`src/rtl/nw_pkg.sv`:
```
// rtl/nw_pkg.sv - shared types for the NW alignment column builder
package nw_pkg;

  // Default geometry; the top's parameters default to these values
  localparam int NW_LENGTH      = 10;
  localparam int NW_CWIDTH      = 2;
  localparam int NW_CORD_LENGTH = 8;

  // Traceback step between two consecutive coordinates
  typedef enum logic [1:0] {
    STEP_DIAG = 2'd0,
    STEP_UP   = 2'd1,
    STEP_LEFT = 2'd2,
    STEP_BAD  = 2'd3
  } step_t;

  // Builder FSM states
  typedef enum logic [1:0] {
    ST_IDLE  = 2'd0,
    ST_RUN   = 2'd1,
    ST_FLUSH = 2'd2,
    ST_ERR   = 2'd3
  } state_t;

  // Coordinate as carried on in_coord: x in the upper half, y in the lower half
  typedef struct packed {
    logic [NW_CORD_LENGTH-1:0] x;
    logic [NW_CORD_LENGTH-1:0] y;
  } coord_t;

  // One alignment column held in the output register
  typedef struct packed {
    logic [NW_CWIDTH-1:0] c1;
    logic                 gap1;
    logic [NW_CWIDTH-1:0] c2;
    logic                 gap2;
    logic                 last;
  } column_t;

endpackage

```
`src/rtl/nw_step_decode.sv`:
```
// rtl/nw_step_decode.sv - classifies the step from prev to cur coordinate
module nw_step_decode
  import nw_pkg::*;
#(
  parameter int LENGTH = NW_LENGTH
) (
  input  logic [2*NW_CORD_LENGTH-1:0] prev,
  input  logic [2*NW_CORD_LENGTH-1:0] cur,
  output logic [1:0]                  step
);

  localparam logic [NW_CORD_LENGTH:0] LIM = (NW_CORD_LENGTH+1)'(LENGTH);

  coord_t p;
  coord_t c;
  logic   x_dec;
  logic   y_dec;
  logic   x_same;
  logic   y_same;
  logic   in_range;
  step_t  step_v;

  assign p = coord_t'(prev);
  assign c = coord_t'(cur);

  // Compare one bit wider so that a wrapped cur (e.g. 0 -> all-ones) never looks like a decrement
  assign x_dec    = {1'b0, p.x} == ({1'b0, c.x} + 1'b1);
  assign y_dec    = {1'b0, p.y} == ({1'b0, c.y} + 1'b1);
  assign x_same   = p.x == c.x;
  assign y_same   = p.y == c.y;
  assign in_range = ({1'b0, c.x} < LIM) && ({1'b0, c.y} < LIM);

  // Only single-cell moves towards the origin inside the grid are legal
  always_comb begin
    step_v = STEP_BAD;
    if (in_range) begin
      if (x_dec && y_dec) begin
        step_v = STEP_DIAG;
      end else if (x_same && y_dec) begin
        step_v = STEP_UP;
      end else if (x_dec && y_same) begin
        step_v = STEP_LEFT;
      end
    end
  end

  assign step = step_v;

endmodule

```
`src/rtl/nw_align_builder.sv`:
```
// rtl/nw_align_builder.sv - turns a traceback coordinate stream into alignment columns
module nw_align_builder
  import nw_pkg::*;
#(
  parameter int LENGTH      = NW_LENGTH,
  parameter int CWIDTH      = NW_CWIDTH,
  parameter int CORD_LENGTH = NW_CORD_LENGTH,
  parameter int CNT_W       = $clog2(2*LENGTH)
) (
  input  logic                     clk,
  input  logic                     reset,
  input  logic [LENGTH*CWIDTH-1:0] s1,
  input  logic [LENGTH*CWIDTH-1:0] s2,
  input  logic                     in_valid,
  output logic                     in_ready,
  input  logic [2*CORD_LENGTH-1:0] in_coord,
  output logic                     out_valid,
  input  logic                     out_ready,
  output logic [CWIDTH-1:0]        out_c1,
  output logic [CWIDTH-1:0]        out_c2,
  output logic                     out_gap1,
  output logic                     out_gap2,
  output logic                     out_last,
  output logic                     done,
  output logic                     error,
  output logic [CNT_W-1:0]         col_count,
  output logic [CNT_W-1:0]         match_count,
  output logic [CNT_W-1:0]         gap_count
);

  localparam logic [NW_CORD_LENGTH-1:0] CORNER = NW_CORD_LENGTH'(LENGTH-1);

  state_t                     state;
  state_t                     state_n;
  coord_t                     cur;
  coord_t                     prev_q;
  column_t                    col_q;
  column_t                    run_col;
  column_t                    last_col;
  logic                       out_valid_q;
  logic                       done_q;
  logic [1:0]                 step_raw;
  step_t                      step;
  logic                       in_hs;
  logic                       out_hs;
  logic                       first_ok;
  logic                       cur_origin;
  logic                       flush_load;
  logic [NW_CWIDTH-1:0]       c1_prev;
  logic [NW_CWIDTH-1:0]       c2_prev;
  logic [NW_CWIDTH-1:0]       c1_zero;
  logic [NW_CWIDTH-1:0]       c2_zero;

  function automatic logic [NW_CWIDTH-1:0] char_at(input logic [LENGTH*CWIDTH-1:0] str,
                                                   input logic [NW_CORD_LENGTH-1:0] idx);
    logic [LENGTH*CWIDTH-1:0] sh;
    sh = str >> (idx * CWIDTH);
    return sh[NW_CWIDTH-1:0];
  endfunction

  nw_step_decode #(.LENGTH(LENGTH)) u_step_decode (
    .prev (prev_q),
    .cur  (cur),
    .step (step_raw)
  );

  assign step       = step_t'(step_raw);
  assign cur        = coord_t'(in_coord);
  assign first_ok   = (cur.x == CORNER) && (cur.y == CORNER);
  assign cur_origin = (cur.x == '0) && (cur.y == '0);
  assign in_hs      = in_valid && in_ready;
  assign out_hs     = out_valid && out_ready;

  // The final (0,0) column is loaded only once, as soon as the slot frees up
  assign flush_load = (state == ST_FLUSH) && !(out_valid_q && col_q.last) &&
                      (!out_valid_q || out_ready);

  assign c1_prev = char_at(s1, prev_q.y);
  assign c2_prev = char_at(s2, prev_q.x);
  assign c1_zero = char_at(s1, '0);
  assign c2_zero = char_at(s2, '0);

  // Column describing prev for the step just taken; gap sides carry a zero character
  always_comb begin
    run_col = '0;
    case (step)
      STEP_DIAG: begin
        run_col.c1 = c1_prev;
        run_col.c2 = c2_prev;
      end
      STEP_UP: begin
        run_col.c1   = c1_prev;
        run_col.gap2 = 1'b1;
      end
      STEP_LEFT: begin
        run_col.gap1 = 1'b1;
        run_col.c2   = c2_prev;
      end
      default: run_col = '0;
    endcase
  end

  // Terminal diagonal column for the origin cell
  always_comb begin
    last_col      = '0;
    last_col.c1   = c1_zero;
    last_col.c2   = c2_zero;
    last_col.last = 1'b1;
  end

  // FSM state register
  always_ff @(posedge clk) begin
    if (reset) begin
      state <= ST_IDLE;
    end else begin
      state <= state_n;
    end
  end

  // FSM next-state logic
  always_comb begin
    state_n = state;
    case (state)
      ST_IDLE: begin
        if (in_hs) begin
          state_n = first_ok ? ST_RUN : ST_ERR;
        end
      end
      ST_RUN: begin
        if (in_hs) begin
          if (step == STEP_BAD) begin
            state_n = ST_ERR;
          end else if (cur_origin) begin
            state_n = ST_FLUSH;
          end
        end
      end
      ST_FLUSH: begin
        if (out_hs && col_q.last) begin
          state_n = ST_IDLE;
        end
      end
      default: state_n = ST_ERR;
    endcase
  end

  // FSM outputs; everything is forced quiet during the reset cycle
  always_comb begin
    in_ready  = 1'b0;
    error     = 1'b0;
    out_valid = 1'b0;
    done      = 1'b0;
    if (!reset) begin
      out_valid = out_valid_q;
      done      = done_q;
      case (state)
        ST_IDLE:  in_ready = 1'b1;
        ST_RUN:   in_ready = !out_valid_q || out_ready;
        ST_ERR:   error    = 1'b1;
        default:  in_ready = 1'b0;
      endcase
    end
  end

  assign out_c1   = col_q.c1;
  assign out_c2   = col_q.c2;
  assign out_gap1 = col_q.gap1;
  assign out_gap2 = col_q.gap2;
  assign out_last = col_q.last;

  // Output register, previous coordinate and alignment statistics
  always_ff @(posedge clk) begin
    if (reset) begin
      prev_q      <= '0;
      col_q       <= '0;
      out_valid_q <= 1'b0;
      done_q      <= 1'b0;
      col_count   <= '0;
      match_count <= '0;
      gap_count   <= '0;
    end else begin
      done_q <= 1'b0;
      if (out_hs) begin
        col_count <= col_count + CNT_W'(1);
      end
      case (state)
        ST_IDLE: begin
          if (in_hs && first_ok) begin
            prev_q      <= cur;
            col_count   <= '0;
            match_count <= '0;
            gap_count   <= '0;
          end
        end
        ST_RUN: begin
          if (in_hs && (step != STEP_BAD)) begin
            col_q       <= run_col;
            out_valid_q <= 1'b1;
            prev_q      <= cur;
            if ((step == STEP_DIAG) && (c1_prev == c2_prev)) begin
              match_count <= match_count + CNT_W'(1);
            end
            if ((step == STEP_UP) || (step == STEP_LEFT)) begin
              gap_count <= gap_count + CNT_W'(1);
            end
          end else if (out_hs) begin
            out_valid_q <= 1'b0;
          end
        end
        ST_FLUSH: begin
          if (flush_load) begin
            col_q       <= last_col;
            out_valid_q <= 1'b1;
            if (c1_zero == c2_zero) begin
              match_count <= match_count + CNT_W'(1);
            end
          end else if (out_hs) begin
            out_valid_q <= 1'b0;
            done_q      <= col_q.last;
          end
        end
        default: out_valid_q <= 1'b0;
      endcase
      // Entering ERR drops any pending column
      if (state_n == ST_ERR) begin
        out_valid_q <= 1'b0;
      end
    end
  end

endmodule

```
`config.mk`:
```
export PLATFORM = sky130hd
export DESIGN_NAME = nw_align_builder
export DESIGN_NICKNAME = d
export VERILOG_FILES = /design/src/rtl/nw_pkg.sv /design/src/rtl/nw_step_decode.sv /design/src/rtl/nw_align_builder.sv
export SDC_FILE = /design/constraint.sdc
export NUM_CORES = 1
export LEC_CHECK = 0
export CAP_MARGIN = 20
export CORE_AREA = 2 2 85 87
export CTS_CLUSTER_DIAMETER = 100
export DETAILED_ROUTE_END_ITERATION = 8
export DIE_AREA = 0 0 87 89
export GPL_TIMING_DRIVEN = 1
export PLACE_DENSITY = 0.91
export SYNTH_ARGS = -nofsm -noshare
export SYNTH_HDL_FRONTEND = slang
export SYNTH_SLANG_ARGS = --single-unit
```
`constraint.sdc`:
```
create_clock -name clk -period 5.9 [get_ports clk]
set_clock_uncertainty 0.1 [all_clocks]
set_input_delay 0.885 -clock clk [delete_from_list [all_inputs] [get_ports clk]]
set_output_delay 0.885 -clock clk [all_outputs]
set_load 0.05 [all_outputs]
```
* Yosys cells after proc, flatten, opt, wreduce, memory -nomap -nowiden
Index checks and enable logic that the tools add are counted.
** Word-level totals
- Bits in registers :: 42
- Latch bits :: 0
- RAM bits :: 0
- ROM bits :: 0
- Bits of input ports :: 60
- Output and inout bits :: 26
- Logic and storage cells :: 123
- Memories kept :: 0
** Operators by class
- Add/sub/neg operators :: 5
- Multiply operators :: 0
- Div/mod/pow operators :: 0
- $lt $le $gt $ge :: 2
- Equality and inequality tests :: 22
- Shifts and indexed selects :: 2
- Multiplexer cells :: 43
- Bitwise logic cells :: 2
- Reduce and logical (&&, ||, !) cells :: 34
** Operator list (number)
- two-way mux 5 bit :: 10
- right shift 20 x 9 -> 2 bit :: 2
- two-way mux 16 bit :: 2
- case mux 16 bit (2 select lines) :: 1
- two-way mux 2 bit :: 11
- adder 8 x 1 -> 9 bit, second input constant :: 2
- == test 8 x 9 -> 1 bit :: 2
- == test 8 x 4 -> 1 bit, second input constant :: 2
- == test 8 bit :: 2
- zero test 8 bit :: 2
- < comparator 8 x 4 -> 1 bit, second input constant :: 2
- adder 5 x 1 -> 5 bit, second input constant :: 3
- logical AND 1 bit :: 15
- case mux 5 bit (3 select lines) :: 1
- two-way mux 7 bit :: 2
- case mux 7 bit (2 select lines) :: 1
- != test 2 bit, second input constant :: 6
- two-way mux 1 bit :: 11
- == test 2 bit, second input constant :: 5
- case mux 5 bit (2 select lines) :: 1
- case mux 2 bit (3 select lines) :: 1
- AND reduction 3 bit :: 2
- AND reduction 6 bit :: 1
- OR reduction 2 bit :: 3
- 13 further kinds :: 20

* Longest topological paths before layout
Gate-level depths: netlist of the first run.
- Depth after elaboration :: 13
- Gate-level depth with buffers :: 14
- Gate-level depth less buffers :: 13

* Modules after synthesis
From an unflattened synthesis of the first run, not the netlist that was laid out.
** Second synthesis, totals
- Cell total of the unflattened synthesis :: 384
- Area, all modules :: 3253.1 sq um
** By module, submodules not included
- nw_align_builder :: instances 1, cells an instance 287, area each 2573.7 sq um, sequential area each 840.8 sq um
- nw_step_decode :: instances 1, cells an instance 97, area each 679.4 sq um, sequential area each 0.0 sq um

* Worst setup path after synthesis of the first run
No wires, ideal clock.
- Kind :: in2reg
- From :: in in_coord[2]
- To :: reg match_count[2]
- Library setup time :: 117 ps
- Data arrival time :: 4150 ps
- Required time :: 5683 ps
- Setup slack :: 1533 ps
- Cell stages on the path :: 13
- Buffers on the path :: 1
- Cells stage by stage :: buf_2 > nand2_1 > or4b_1 > o211ai_1 > o211ai_1 > a211o_1 > a211o_1 > ha_1 > o41ai_2 > nand3_1 > o41ai_4 > o21ai_1 > a32o_1
** Between the ends
- Longest elaborated chain between the ends :: 10
- Elaborated cells between the ends (all ways) :: 23
- Those cells by class :: add/sub (1); order compare (1); eq/ne (7); mux (4); reduce/logical (10)
** Ends and longest elaborated chain
- from (decl) :: line nw_align_builder.sv:16 : input logic [2*CORD_LENGTH-1:0] in_coord,
- adder 8 x 1 -> 9 bit or == test 8 bit (tied branches) :: line nw_step_decode.sv:28, nw_step_decode.sv:30
- == test 8 x 9 -> 1 bit or logical AND 1 bit (tied branches) :: line nw_step_decode.sv:28, nw_step_decode.sv:41
- logical AND 1 bit or two-way mux 1 bit (tied branches) :: line nw_step_decode.sv:39, nw_step_decode.sv:41
- two-way mux 2 bit :: line nw_step_decode.sv:39 : end else if (x_same && y_dec) begin
- two-way mux 2 bit :: line nw_step_decode.sv:37 : if (x_dec && y_dec) begin
- two-way mux 2 bit :: line nw_step_decode.sv:36 : if (in_range) begin
- != test 2 bit or zero test 2 bit (tied branches) :: line nw_align_builder.sv:196, nw_align_builder.sv:200
- logical AND 1 bit, on equally long branches :: line nw_align_builder.sv:196, nw_align_builder.sv:200
- != test 2 bit (no source line)
- AND reduction 6 bit (no source line) *
- to (signal assigned) :: line nw_align_builder.sv:201 : match_count <= match_count + CNT_W'(1);
- to (signal assigned) :: line nw_align_builder.sv:215 : match_count <= match_count + CNT_W'(1);
- to (decl) :: line nw_align_builder.sv:27 : output logic [CNT_W-1:0] match_count,
Mark *: on every way between the ends. The rest lies on a longest branch, timed or not.
A chain may end at the register's enable or synchronous reset.

* Worst setup path in the final report of the first run
- From :: in in_coord[0]
- To :: reg match_count[2]
Same word-level chain as after synthesis.

==> reports/metrics.yaml, run 1 <==
vias: 3091
cts_tree: "yes"
slew_headroom_pct: 52.29
hpwlAfterDp_mm: 6.693
viasPerCell: 5.756
die_w_microns: 87
clk_latency_ns: 0.29
cp.arrival_ns: 5.06
fillCellCount: 540
fin_crit_sh_pct: 84.27
synth-edff-count: 0
io_buffers: 85
register_area_sq_um: 840.8
start_util_pct: 48.96
fin_area_sq_mm: 0.004272
design.core.area_sq_mm: 0.006719
final_cells: 537
grt_max_degree: 45
fin_total_pwr_mw: 0.9590
drc: 0
place_area_sq_mm: 0.004146
postSynthAreaPerCell_sq_um: 8.589
dieHeight_microns: 89
gp_congestion: 0.9096
setup_violations: 0
rows: 30
synth_seq_cells: 42
ant_nets: 0
wire_per_inst_microns: 15.83
drv_slew: 0
cts_resized: 0
yosysWarnings: 0
synth_top_cell_area_share_pct: 25.56
grt_usage_pct: 22.75
post-place-ws_ns: 0.6346
syn-num-nets: 461
cp_cell_sequence: "clkdlybuf4s50_1 -> ha_1 -> and3_1 -> and3_1 -> mux2i_1 -> mux2i_1 -> a211o_1 -> a211o_1 -> ha_1 -> o41ai_2 -> nand3_1 -> o41ai_4 -> o21ai_1 -> a32o_1"
required_ns: 5.99
routed_wl_mm: 8.501
max_slew.worst_pin.slew_ns: 0.7126
clock-root-buffer: "clkbuf_8"
cts_buffers: 5
p_leak_nw: 1.694
tns_ns: 0
post_cts_buffers: 0
status: "finished, final reports clean"
syn_inst: 383
ctsHoldBuffers: 0
die_area_sq_mm: 0.007743
worst_path_largest_cell_delay_ns: 0.61
antenna_found_initial: 0
h-tree-depth: 2
ir_drop_mv: 0.09356
p_per_area_mw_per_mm2: 224.5
grt_pass1_vias: 3037
cpMaxStageDelayCell: "clkdlybuf4s50_1"
synth_top_cell_by_area: "dfxtp_1"
finalCriticalPeriod_ns: 4.972
ys_seq_area_share_pct: 25.56
startpoint_type: "input port"
synth_top_flop_cell: "dfxtp_1"
hp-class: "reg2reg"
drt_iter0_drc: 161
drt-pass1-iter-count: 5
post-place-cells: 528
hold_violations: 0
fmax_mhz: 201.1
grt-ovfl-total: 0
grt_pass1_wl_mm: 14.26
rsz0062_at_grt: "no"
path_clk_slew_ns: 0.09
ys_types: 63
cts_buffer_depth: 2
multiInputGateArea_sq_mm: 0.002287
final_nets: 534
synthArstFlopShare_pct: 0
antenna_cells: 0
clkSinkCount: 42
synth.area.top_cells: "dfxtp_1 (26%), mux2i_1 (9.7%), ha_1 (6.8%), xor2_1 (6.7%), nor2_1 (5.1%)"
final_util_pct: 63.58
fin_ws_ns: 0.9278
max_cap_viol_count: 0
crit_fanout: 9
critPathKind: "in2reg"
synth_area_sq_mm: 0.003289
ios: 86
drive_above_1_share_pct: 6.127
area_growth_syn_to_layout_pct: 29.86
hold-worst-slack_ns: 0.4021
cp-end-kind: "flop"
## final timing paths
kind                            cells after the start  slack (ns)        start             end
worst max-delay path                               14        0.93  in_coord[0]  match_count[2]
worst min-delay path                                2        0.40     out_gap2        out_gap2
worst max register to register                     12        1.78   prev_q[10]  match_count[2]
worst min register to register                      2        0.40     out_gap2        out_gap2
## synth_stat cells (all sizes together) (5+ instances only)
cell	number
clkbuf	9
o21ai	13
nand3	16
a21oi	13
mux2i	32
mux2	6
inv	16
nand2	23
nor4	11
ha	18
nor3	6
and2	5
buf	12
nor3b	5
xnor2	7
nand2b	12
xor2	25
nor2	45
nor2b	6
dfxtp	42
## flip-flops by register name, summed over array words and instances, names as in the netlist
signal	flops
col_count	5
done_q	1
gap_count	5
match_count	5
out_c1	2
out_c2	2
out_gap1	1
out_gap2	1
out_last	1
out_valid_q	1
prev_q	16
state	2
## kinds of logic (layout without fill, tap and decap cells)
kind of cell	Yosys count	after routing	synth area share, %
fa+ha+maj	18	18	6.847
compound gates	63	63	15.37
flops	42	42	25.56
simple gates	149	149	23.81
xor+xnor	32	32	8.520
buf+inv	37	111	5.021
mux	42	42	14.87
## cell type report
type,count,share of cell area (%)
multi-input combinational,304,53.54
timing repair buffer,87,20.36
sequential,42,19.68
tap,80,2.343
clock buffer,5,1.611
inverter,16,1.406
clock inverter,3,1.054
## layout by cell type (no fill, tap or decap), types with 3 or more instances in the layout
| master | instances |
|---|---|
| clkdlybuf4s50_1 | 85 |
| nor2_1 | 45 |
| dfxtp_1 | 42 |
| mux2i_1 | 32 |
| xor2_1 | 25 |
| nand2_1 | 23 |
| ha_1 | 18 |
| inv_1 | 16 |
| nand3_1 | 16 |
| a21oi_1 | 13 |
| nand2b_1 | 12 |
| o21ai_0 | 11 |
| nor4_1 | 9 |
| xnor2_1 | 7 |
| nor3_1 | 6 |
| nor2b_1 | 6 |
| nor3b_1 | 5 |
| and2_1 | 5 |
| clkbuf_8 | 5 |
| and3_1 | 4 |
| nand4_1 | 4 |
| a211o_1 | 4 |
| o22ai_1 | 4 |
| mux2_2 | 4 |
| o211ai_1 | 3 |
| a32o_1 | 3 |
## where the power goes
group	switching (mW)	leakage (nW)	total [mW]	internal (mW)
logic	0.202	1.30	0.384	0.182
registers	0.0406	0.340	0.346	0.306
clock network	0.103	0.0504	0.229	0.126
total	0.346	1.69	0.959	0.613
## per-layer routing
layer  GRT usage (%)  share of wire, %  routed length [microns]
met1           27.42                43                     3624
met2           40.46                49                     4182
met3           4.709               6.5                      555
met4           7.528               1.6                      138
met5               0                 0                        0
## critical path: cells and delay by family
kind / cells / cell delay, ns
muxes: 2 / 0.28
adders and majority gates: 2 / 0.48
and+or+nand+nor: 3 / 0.61
AOI/OAI and AO/OA: 6 / 2.18
buffers and inverters: 1 / 0.61
Power figures use the tool's default switching activity.
==> run 2: changes to the inputs <==
==> constraint.sdc (replaced) <==
create_clock -name clk -period 5.08 [get_ports clk]
set_clock_uncertainty 0.1 [all_clocks]
set_input_delay 0.762 -clock clk [delete_from_list [all_inputs] [get_ports clk]]
set_output_delay 0.762 -clock clk [all_outputs]
set_load 0.05 [all_outputs]
==> run 2 against run 1 <==
  * Non-clock buffer count rose by 5
  * Sequential power grew 16%
  * Sequential share of layout area about the same
  * Global-route usage shrank 0.71 points
  * Die area stayed put
  * Register-to-register slack got worse by 0.61 ns
  * Cell area rose by 0.18%
  * Critical path type unchanged
==> reports/metrics.yaml, run 2 (synthesis results as in run 1) <==
crit_fanout: 11  # +2
max_cap_viol_count: 0  # unchanged
place_area_sq_mm: 0.004184  # +0.91%
largest_reg_flops: 16  # unchanged
grt-ovfl-total: 0  # unchanged
cts_buffer_depth: 2  # unchanged
hold_depth: 2  # unchanged
post_cts_buffers: 0  # unchanged
startpoint_type: "input port"
final_nets: 539  # +0.94%
ir_drop_mv: 0.1163  # +24%
hold_violations: 0  # unchanged
ctsHoldBuffers: 0  # unchanged
cts_tree: "yes"
drt-pass1-iter-count: 4  # -1
reg2regPathDepth: 12  # unchanged
ios: 86  # unchanged
cts_buffers: 5  # unchanged
post-place-cells: 533  # +0.95%
required_ns: 5.17  # -0.82 ns
final_cell_mix: "clkdlybuf4s50_1 (85), nor2_1 (45), dfxtp_1 (42), mux2i_1 (32), xor2_1 (25)"
drive_above_1_share_pct: 6.725  # +0.60 points
cp-end-kind: "flop"
gp_congestion: 0.9358  # +2.9%
cts_resized: 0  # unchanged
die_area_sq_mm: 0.007743  # unchanged
area_growth_syn_to_layout_pct: 30.09
h-tree-depth: 2  # unchanged
final_common_cell: "clkdlybuf4s50_1"
status: "finished, final reports clean"
grt_pass1_wl_mm: 13.82  # -3.1%
antenna_cells: 0  # unchanged
cp.arrival_ns: 4.76  # -0.30 ns
max_slew.worst_pin.slew_ns: 0.7554  # +0.04285 ns
dieHeight_microns: 89  # unchanged
hold-worst-slack_ns: 0.3994  # -0.002757 ns
final_cells: 541  # +0.74%
antenna_found_initial: 0  # unchanged
tns_ns: 0  # unchanged
routed_wl_mm: 8.512  # +0.13%
p_leak_nw: 1.706  # +0.71%
grt_pass1_vias: 2925  # -3.7%
fillCellCount: 564  # +4.4%
critPathKind: "in2reg"
worst_path_largest_cell_delay_ns: 0.66  # +0.05 ns
hp-class: "reg2reg"
viasPerCell: 5.756  # about the same
design.core.area_sq_mm: 0.006719  # unchanged
clk_latency_ns: 0.30  # about the same
grt_max_degree: 34  # -24%
grt_usage_pct: 22.05  # -0.71 points
die_w_microns: 87  # unchanged
ant_nets: 0  # unchanged
finalCriticalPeriod_ns: 4.669
wire_per_inst_microns: 15.73  # -0.61%
hpwlAfterDp_mm: 6.702  # +0.13%
clkSinkCount: 42  # unchanged
fmax_mhz: 214.2
rows: 30  # unchanged
io_buffers: 85  # unchanged
fin_area_sq_mm: 0.004279  # +0.18%
drt_iter0_drc: 164  # +1.9%
rsz0062_at_grt: "no"
vias: 3114  # +0.74%
path_clk_slew_ns: 0.08  # about the same
cp_cell_sequence: "clkdlybuf4s50_1 -> nor3b_1 -> nor3_1 -> a211oi_1 -> a21oi_1 -> or4_1 -> a211o_1 -> ha_1 -> o41ai_2 -> nand3_1 -> o41ai_4 -> o21ai_1 -> a32o_1"
fin_crit_sh_pct: 91.91
cpMaxStageDelayCell: "clkdlybuf4s50_1"
p_per_area_mw_per_mm2: 248.1  # +10%
setup_violations: 0  # unchanged
drc: 0  # unchanged
slew_headroom_pct: 49.42  # -2.9 points
clock-root-buffer: "clkbuf_8"
drv_slew: 0  # unchanged
start_util_pct: 48.96  # unchanged
top_register: "prev_q"
## run 2: worst max-delay path: cells and delay by family
kind / cells / cell delay [ns]
compound gates: 7 / 2.00
simple gates: 4 / 1.07
buf+inv: 1 / 0.66
fa+ha+maj: 1 / 0.25
## run 2: cell type report
cell class | count | area, sq um | area share, %
Inverter | 16 | 60.06 | 1.404
Clock buffer | 6 | 72.57 | 1.696
Timing Repair Buffer | 92 | 910.9 | 21.29
Sequential cell | 42 | 840.8 | 19.65
Tap cell | 80 | 100.1 | 2.339
Clock inverter | 1 | 7.507 | 0.1754
Multi-Input combinational cell | 304 | 2287 | 53.45
## run 2: per-stage QoR
stage	util (%)	total power [mW]	setup slack, ns
2_1_floorplan	-	0.7198	0.8359
3_3_place_gp	62.27	0.8386	0.3171
3_5_place_dp	62.27	0.8481	0.1599
4_1_cts	63.46	1.054	0.4544
5_1_grt	63.69	1.120	0.07077
6_report	63.69	1.061	0.4111
## run 2: worst paths after layout
path,end,slack (ns),start
max reg2reg,match_count[2],1.17,prev_q[11]
min,gap_count[4],0.40,gap_count[4]
min reg2reg,gap_count[4],0.40,gap_count[4]
max,match_count[2],0.41,in_coord[11]
## run 2: per-layer routing
metal | up-vias | part of all wire (%) | wire [microns] | track usage [%]
li1 | 1534 | - | - | -
met4 | 0 | 1.6 | 133 | 6.818
met5 | - | 0 | 0 | 0
met2 | 116 | 48 | 4051 | 37.96
met3 | 9 | 6.8 | 582 | 4.340
met1 | 1455 | 44 | 3744 | 27.89
## run 2: report_power, final
part           switching, mW  internal (mW)
clock network          0.114         0.0943
logic                  0.236          0.216
registers             0.0462          0.355
total                  0.396          0.665
==> run 3: changes to the inputs <==
--- a/config.mk
+++ b/config.mk
@@ -6,12 +6,12 @@
 export NUM_CORES = 1
 export LEC_CHECK = 0
 export CAP_MARGIN = 20
-export CORE_AREA = 2 2 85 87
+export CORE_AREA = 2 2 108 110
 export CTS_CLUSTER_DIAMETER = 100
 export DETAILED_ROUTE_END_ITERATION = 8
-export DIE_AREA = 0 0 87 89
+export DIE_AREA = 0 0 110 112
 export GPL_TIMING_DRIVEN = 1
-export PLACE_DENSITY = 0.91
+export PLACE_DENSITY = 0.65
 export SYNTH_ARGS = -nofsm -noshare
 export SYNTH_HDL_FRONTEND = slang
 export SYNTH_SLANG_ARGS = --single-unit
==> run 3 against run 2 <==
  * Via count fell by 2.4%
  * Final cell count rose by 12%
  * Worst hold slack got worse by 0.0074 ns
  * Largest power group unchanged
  * Highest routed layer unchanged
==> reports/metrics.yaml, run 3 (synthesis results as in run 1) <==
max_slew.worst_pin.slew_ns: 0.7145  # -0.04089 ns
antenna_cells: 0  # unchanged
cts_resized: 0  # unchanged
io_buffers: 85  # unchanged
fin_ws_ns: 0.3918  # -0.01935 ns
ant_nets: 0  # unchanged
max_cap_viol_count: 0  # unchanged
cts_buffers: 5  # unchanged
drc: 0  # unchanged
antenna_found_initial: 0  # unchanged
drt-pass1-iter-count: 4  # unchanged
clock-root-buffer: "clkbuf_16"
ir_drop_mv: 0.2132  # +83%
fmax_mhz: 213.3  # -0.41%
use_met2_pct: 25.48  # -12 points
crit_fanout: 11  # unchanged
startpoint_type: "input port"
hp-class: "reg2reg"
top_register: "prev_q"
largest_reg_flops: 16  # unchanged
die_w_microns: 110  # +26%
dieHeight_microns: 112  # +26%
clk_latency_ns: 0.28  # -0.02 ns
gr-usage-met1_pct: 20.32  # -7.6 points
drv_slew: 0  # unchanged
start_util_pct: 29.44  # -20 points
post-place-ws_ns: 0.1722  # +0.01235 ns
routed_wl_mm: 8.987  # +5.6%
required_ns: 5.16  # about the same
hpwlAfterDp_mm: 7.202  # +7.5%
ios: 86  # unchanged
ctsHoldBuffers: 0  # unchanged
hold_violations: 0  # unchanged
tns_ns: 0  # unchanged
drt_iter0_drc: 176  # +7.3%
setup_violations: 0  # unchanged
path_clk_slew_ns: 0.06  # -0.02 ns
rsz0062_at_grt: "no"
final_nets: 541  # +0.37%
finalCriticalPeriod_ns: 4.688  # +0.01935 ns
final_cell_mix: "clkdlybuf4s50_1 (85), nor2_1 (45), dfxtp_1 (42), mux2i_1 (32), xor2_1 (25)"
grt-ovfl-total: 0  # unchanged
critPathKind: "in2reg"
grt_usage_pct: 15.31  # -6.7 points
p_leak_nw: 1.760  # +3.2%
grt_pass1_vias: 3120  # +6.7%
gp_congestion: 0.8265  # -12%
area_growth_syn_to_layout_pct: 35.41
wire_per_inst_microns: 14.81  # -5.9%
grt_max_degree: 21  # -38%
fin_crit_sh_pct: 92.29  # +0.38 points
cp.arrival_ns: 4.77  # about the same
die_area_sq_mm: 0.01232  # +59%
fin_total_pwr_mw: 1.214  # +14%
h-tree-depth: 2  # unchanged
clkSinkCount: 42  # unchanged
slew_headroom_pct: 52.16  # +2.7 points
fin_area_sq_mm: 0.004454  # +4.1%
drive_above_1_share_pct: 7.543  # +0.82 points
vias: 3040  # -2.4%
design.core.area_sq_mm: 0.01117  # +66%
p_per_area_mw_per_mm2: 272.6  # +9.9%
rows: 39  # +30%
grt_pass1_wl_mm: 15.26  # +10%
cp-end-kind: "flop"
cts_buffer_depth: 2  # unchanged
grt-busiest-layer: "met2"
place_area_sq_mm: 0.004278  # +2.2%
status: "finished, final reports clean"
viasPerCell: 5.008  # -13%
cts_tree: "yes"
final_common_cell: "clkdlybuf4s50_1"
grt_use_met3_pct: 2.869  # -1.5 points
post_cts_buffers: 0  # unchanged
-- run 3: cell count changes in the layout (fill, tap and decap cells not counted), moves of 2 or more --
| cell | previous run | this run |
|---|---|---|
| clkbuf_8 | 5 | 0 |
| clkbuf_16 | 0 | 5 |
| buf_4 | 6 | 8 |
| clkinv_2 | 0 | 2 |
-- run 3: power breakdown --
| part | total [mW] | internal [mW] | switching, mW | leakage [nW] |
|---|---|---|---|---|
| Sequential | 0.404 | 0.355 | 0.0481 | 0.340 |
| Combinational | 0.453 | 0.216 | 0.237 | 1.34 |
| Clock | 0.358 | 0.230 | 0.128 | 0.0836 |
| Total | 1.21 | 0.801 | 0.413 | 1.76 |
-- run 3: area by class of cell --
class                           count  area, sq um
Inverter                           16        60.06
Multi-Input combinational cell    304         2287
Clock buffer                        5        125.1
Timing Repair Buffer               94        922.1
Clock inverter                      3        40.04
Tap cell                          143        178.9
Sequential cell                    42        840.8
Fill cell                        1101         6720
-- run 3: worst max-delay path: stages --
cell and delay, ns:
clkdlybuf4s50_1 0.68, nor3b_1 0.25, nor3_1 0.07, a211oi_1 0.21
a21oi_1 0.06, or4_1 0.56, a211o_1 0.37, ha_1 0.25
o41ai_2 0.35, nand3_1 0.18, o41ai_4 0.61, o21ai_1 0.13
a32o_1 0.28
-- run 3: through the flow --
stage / utilization [%] / std cells / hold WS (ns)
2_1_floorplan: - / 383 / 0.4073
4_1_cts: 39.76 / 606 / 0.4001
3_5_place_dp: 38.28 / 598 / 0.3912
6_report: 39.86 / 607 / 0.3920
3_3_place_gp: 38.28 / 598 / 0.3700
5_1_grt: 39.86 / 607 / 0.4213
-- run 3: path summary, 6_finish.rpt --
path / to / depth (start not counted) / slack, ns / from
max: match_count[2] / 13 / 0.39 / in_coord[11]
min: gap_count[4] / 2 / 0.39 / gap_count[4]
max reg2reg: match_count[2] / 12 / 1.15 / prev_q[10]
min reg2reg: gap_count[4] / 2 / 0.39 / gap_count[4]
-- run 3: metal layers --
metal	share of wire, %	up-vias
met5	0	-
met3	5.7	2
met4	0.49	0
li1	-	1538
met2	47	81
met1	47	1419
